$ cat src/rtl/storage_bank.sv
// Switch-captured register file: edge-detected write/clear keys, multi-cycle clear sweep,
// registered LED readback with write-through bypass. Optional auto-scan display: STORAGE_SCAN_EN.
module storage_bank #(
    parameter int DATA_W   = 8,
    parameter int ADDR_W   = 3,
    parameter int SCAN_DIV = 4
) (
    input  logic              clk,
    input  logic              rst,
    input  logic              key_write,
    input  logic              key_clear,
    input  logic              scan_mode,
    input  logic [ADDR_W-1:0] sw_addr,
    input  logic [DATA_W-1:0] sw_value,
    output logic [DATA_W-1:0] ledr_indic,
    output logic [ADDR_W-1:0] disp_addr,
    output logic              busy,
    output logic              wr_ack
);

    localparam int unsigned DEPTH = 1 << ADDR_W;

    typedef enum logic {
        IDLE,
        CLEAR
    } state_t;

    state_t            state, state_next;
    logic [ADDR_W-1:0] cnt, cnt_next;
    logic              key_write_q, key_clear_q;
    logic              write_fire, clear_fire;

    logic              mem_we;
    logic [ADDR_W-1:0] mem_waddr;
    logic [DATA_W-1:0] mem_wdata;
    logic              ack_next;
    logic [ADDR_W-1:0] rd_addr;

    logic [DATA_W-1:0] mem [DEPTH];

    assign write_fire = key_write & ~key_write_q;
    assign clear_fire = key_clear & ~key_clear_q;

    // Key history resets to 1 so a key held through reset cannot fire on release.
    always_ff @(posedge clk) begin
        if (rst) begin
            state       <= IDLE;
            cnt         <= '0;
            key_write_q <= 1'b1;
            key_clear_q <= 1'b1;
        end else begin
            state       <= state_next;
            cnt         <= cnt_next;
            key_write_q <= key_write;
            key_clear_q <= key_clear;
        end
    end

    always_comb begin
        state_next = state;
        cnt_next   = cnt;
        case (state)
            IDLE: begin
                if (clear_fire) begin
                    state_next = CLEAR;
                    cnt_next   = '0;
                end
            end
            CLEAR: begin
                cnt_next = cnt + 1'b1;
                if (cnt == ADDR_W'(DEPTH - 1)) begin
                    state_next = IDLE;
                end
            end
            default: state_next = IDLE;
        endcase
    end

    // Clear beats a simultaneous write; key fires during the sweep are discarded.
    always_comb begin
        mem_we    = 1'b0;
        mem_waddr = sw_addr;
        mem_wdata = sw_value;
        ack_next  = 1'b0;
        busy      = 1'b0;
        case (state)
            IDLE: begin
                if (write_fire && !clear_fire) begin
                    mem_we   = 1'b1;
                    ack_next = 1'b1;
                end
            end
            CLEAR: begin
                busy      = 1'b1;
                mem_we    = 1'b1;
                mem_waddr = cnt;
                mem_wdata = '0;
            end
            default: ;
        endcase
    end

`ifdef STORAGE_SCAN_EN
    localparam int PRE_W = (SCAN_DIV > 1) ? $clog2(SCAN_DIV) : 1;

    logic [PRE_W-1:0]  scan_pre;
    logic [ADDR_W-1:0] scan_ptr;

    always_ff @(posedge clk) begin
        if (rst || !scan_mode) begin
            scan_pre <= '0;
            scan_ptr <= '0;
        end else if (scan_pre == PRE_W'(SCAN_DIV - 1)) begin
            scan_pre <= '0;
            scan_ptr <= scan_ptr + 1'b1;
        end else begin
            scan_pre <= scan_pre + 1'b1;
        end
    end

    assign rd_addr = scan_mode ? scan_ptr : sw_addr;
`else
    logic unused_scan_mode;
    assign unused_scan_mode = scan_mode;
    assign rd_addr          = sw_addr;
`endif

    always_ff @(posedge clk) begin
        if (rst) begin
            for (int unsigned i = 0; i < DEPTH; i++) begin
                mem[ADDR_W'(i)] <= '0;
            end
            ledr_indic <= '0;
            disp_addr  <= '0;
            wr_ack     <= 1'b0;
        end else begin
            if (mem_we) begin
                mem[mem_waddr] <= mem_wdata;
            end
            ledr_indic <= (mem_we && (mem_waddr == rd_addr)) ? mem_wdata : mem[rd_addr];
            disp_addr  <= rd_addr;
            wr_ack     <= ack_next;
        end
    end

endmodule

$ cat config.mk
export PLATFORM = sky130hd
export DESIGN_NAME = storage_bank
export DESIGN_NICKNAME = d
export VERILOG_FILES = /design/src/rtl/storage_bank.sv
export SDC_FILE = /design/constraint.sdc
export NUM_CORES = 1
export LEC_CHECK = 0
export CAP_MARGIN = 30
export CORE_MARGIN = 3
export CORE_UTILIZATION = 58
export CTS_CLUSTER_DIAMETER = 200
export DETAILED_ROUTE_END_ITERATION = 6
export PLACE_DENSITY = 0.88
export SLEW_MARGIN = 10
export SYNTH_ARGS = -nofsm -noshare
export SYNTH_HDL_FRONTEND = slang
export SYNTH_SLANG_ARGS = --single-unit
$ cat constraint.sdc
create_clock -name clk -period 4.2 [get_ports clk]
set_input_delay 0.42 -clock clk [delete_from_list [all_inputs] [get_ports clk]]
set_output_delay 0.42 -clock clk [all_outputs]
set_load 0.01 [all_outputs]
# Yosys cells after proc, flatten, opt, wreduce, memory -nomap -nowiden
# Memory sizes are Yosys's and may differ from the RTL's. A register that Yosys moved wholly into a read port is not among the register bits.
# Index checks and enable logic that the tools add are counted.
# classes
bitwise	5
muxes	18
reduce_logical	4
n_addsub	1
eq_ne	2
# op_table
operator	count
$mux W8	2
$mux W1	10
$mux W3	3
$reduce_or A8 Y1	1
$pmux W3 S2	1
$pmux W1 S2	2
$add A3 B1 Y3 const B	1
$eq A3 B3 Y1 const B	1
$not A1 Y1	3
$and A1 B1 Y1	2
$ne A2 B2 Y1 const B	1
$reduce_or A2 Y1	1
$logic_and A1 B1 Y1	1
$logic_not A1 Y1	1
# word_totals
mem_count	1
word_cells	37
in_bits	16
reg_bits	10
mem_bits_rw	64
# mem_list
name	words	width	rd	rd_ports_with_merged_regs	wr	line_no	rtl
mem	8	8	1	1	8	39	logic [DATA_W-1:0] mem [DEPTH];

# Logic depth before layout (Yosys ltp)
# depth
depth_word	11
ltp_mapped	6
depth_no_buf	4

# Worst setup path before layout
# OpenSTA, ideal clock, no wires.
# synth_path
kind	input to register
startpoint	input port sw_addr[2]
endpoint	memory mem[2][0] (enable)
path_buffers	2
cell_stages	5
setup_time_ns	0.334
path_slack_ns	2.308
arrival_ns	1.557
path_cell_list	buf_2 buf_2 o21ai_0 nand4b_1 nand2b_1
# synth_rtl
item	line_no	rtl
from (decl)	13	input logic [ADDR_W-1:0] sw_addr,
to (decl)	39	

==> reports/results.tsv <==
stage	metric	value	unit
hold_path	HP Class	reg -> reg	
synth	synth unique cells	32	
synth	Synth Register Bits	82	
final_layout	Net count, final	304	
power	Pleak	1.486	nW
critical_path	Critical Path End Type	register	
synth	post-synth top area cell	edfxtp_1	
grt	global-route layer with the greatest usage	met2	
cts	TritonCTS clock tree	done	
grt	number of global-route vias before repair	2393	
synth	Mapped Area	3654	µm²
run	Max-Cap Viols	0	
grt	Overall Global Routing Usage	23.17	%
grt	grt met3 use	6.408	%
sta	Slew headroom	43.04	%
floorplan	die height	85.37	µm
final_layout	most common cell after layout, fill and taps aside	nor2_1	
grt	first-pass GRT wire length	12140	µm
sta	Layout Skew	0.008077	ns
critical_path	Crit Path Max Fanout	27	
power	Reg power frac	53.9	%
final_layout	final instance area	4150	µm²
cts	worst skew pair latency	0.36	ns
routing	Via density	6.268	
grt	gr ovfl total	0	
place	GP Congestion	0.7751	
final_layout	layout cells sized above 1	13.40	%
place	detailed-placement wirelength estimate	5096	µm
run_status	status	complete, no violations	
grt	pin count of the biggest net entering global routing	29	
synth	Synth top area share	52.60	%
floorplan	Core Box Area	6026	µm²
place	Placed Area	3933	µm²
cts	CTS resizes	0	
routing	DRC viols	0	
sta	Max Slew Vio Count	0	
floorplan	Die X	85.37	µm
routing	post-route ant nets	0	
sta	maximum clock rate	0.3582	GHz
critical_path	WP data arrival	2.80	ns
cts	Max Root-Sink Buffers	2	
cts	Num CTS Buffers	9	
final_layout	most frequent cells in the layout	nor2_1, edfxtp_1, clkdlybuf4s50_1	
synth	register area share after synthesis	62.47	%
synth	Yosys warnings	0	
floorplan	cell row count	28	
floorplan	Total Die Area	7287	µm²
synth	cell count after synthesis	267	
cts	# clock sinks	82	
sta	Setup WS post-layout	1.408	ns
final_layout	synthesis-to-layout area growth	13.60	%
floorplan	Starting Density	60.63	%
floorplan	IO Pins	29	
power	P_sw	0.3900	mW
place	Port Buffers	27	
routing	number of iterations in the first detailed-routing pass	5	
power	switching share of power	22.80	%
power	Worst IR Drop VDD	0.3345	mV
routing	final WL	7711	µm
sta	final setup vio count	0	
routing	initial drt markers	378	
power	combinational share of power	9.3	%
cts	# H-tree levels	3	
critical_path	startpoint class of the critical path	register	
power	overall power	1.711	mW
critical_path	CP Class	reg -> reg	
synth	Avg Inst Size Synth	13.68	µm²
grt	antenna violations before repair	0	
final_layout	n_diodes	0	
sta	Slew @ Worst Pin	0.8533	ns
synth	synth top area cells	edfxtp_1, dfxtp_1, nor2_1	
power	Clk pwr share	36.9	%
synth	Mapped Nets	285	
sta	Final period util	66.47	%
cts	root buffer cell	clkbuf_8	
grt	met2 global-route usage	39.27	%
grt	grt met1 use	28.35	%
sta	fin crit period	2.792	ns
routing	DR vias	2294	
cts	total setup buffers inserted after CTS	0	
power	PwrDens	412.2	nW/µm²
sta	RSZ-0062 raised after global routing	no	
critical_path	Required @ worst endpoint	4.21	ns
routing	DR WL/cell	21.07	µm
place	pre-CTS WS	1.167	ns
cts	clock-pin slew on the worst setup and hold paths	0.08	ns
sta	setup TNS	0	ns
power	P_int	1.321	mW
sta	final hold violation count	0	
cts	Hold Buf Count CTS	0	
Yosys cell counts:
master and number:
mux4_2 9, nor3_1 1, a21oi_1 3, o21ai_4 1, nand4_1 1, or4_1 1
nor2_1 69, o21bai_1 1, ha_1 2, mux4_1 7, dfxtp_1 18, or2_2 2
mux2_2 10, nand3b_1 2, or3_1 1, buf_6 2, inv_1 4, a22o_1 1
o221a_1 8, o21ai_0 2, buf_2 5, nand3_1 1, clkbuf_1 4, a32o_1 1
nand4b_1 8, nor2b_1 4, nand2_1 2, buf_1 10, edfxtp_1 64, nand2b_1 19
mux2i_1 1, xnor2_1 3
path summary, 6_finish.rpt:
path	start	end	slack, ns	depth (start not counted)
worst max-delay path	state$_SDFF_PP0_	mem[6][3]$_SDFFCE_PN0P_	1.41	3
worst min-delay path	cnt[2]$_SDFFE_PP0P_	cnt[2]$_SDFFE_PP0P_	0.61	2
worst max register to register	state$_SDFF_PP0_	mem[6][3]$_SDFFCE_PN0P_	1.41	3
worst min register to register	cnt[2]$_SDFFE_PP0P_	cnt[2]$_SDFFE_PP0P_	0.61	2
flip-flops by register name, indices dropped and copies added (netlist names):
register	flops
wr_ack	1
key_clear_q	1
cnt	3
disp_addr	3
ledr_indic	8
mem	64
key_write_q	1
state	1
worst max-delay path, stage by stage (launching register included):
cell and delay [ns]:
dfxtp_1 0.88, o21bai_1 0.39, nand4b_1 0.58, nand2b_1 0.59
cell families (layout without fill, tap and decap cells):
| group | Yosys count | after routing | share of synthesized area (%) |
|---|---|---|---|
| fa+ha+maj | 2 | 2 | 0.6848 |
| compound gates | 17 | 17 | 4.315 |
| simple gates | 111 | 111 | 14.73 |
| flops | 82 | 82 | 62.47 |
| xor+xnor | 3 | 3 | 0.7193 |
| mux | 27 | 27 | 13.94 |
| buf+inv | 25 | 49 | 3.150 |
through the flow:
stage                     std cells  hold WS [ns]  util, %
after detailed placement        350        0.5976    65.26
after floorplan                 267        0.5266        -
final                           366        0.6095    68.87
after CTS                       366        0.6194    68.87
after global placement          350        0.5790    65.26
after global routing            366        0.6577    68.87
metal layers:
| metal | vias up | wire, µm |
|---|---|---|
| li1 | 1017 | - |
| met3 | 23 | 710 |
| met4 | 0 | 186 |
| met1 | 1121 | 2881 |
| met5 | - | 0 |
| met2 | 133 | 3932 |
power groups by stage:
stage	sequential [mW]	combinational, mW	clock, mW
floorplan	0.938	0.0997	0
global placement	0.937	0.153	0
detailed placement	0.941	0.158	0
CTS	0.922	0.159	0.640
global route	0.926	0.169	0.673
finish	0.922	0.158	0.631
area by class of cell:
type,count,area (µm²)
sequential,82,2282
fill,438,1876
multi-input combinational,160,1256
timing repair buffer,29,285.3
clock buffer,10,127.6
tap,75,93.84
clock inverter,6,90.09
inverter,4,15.01
(Power assumes the default switching activity.)
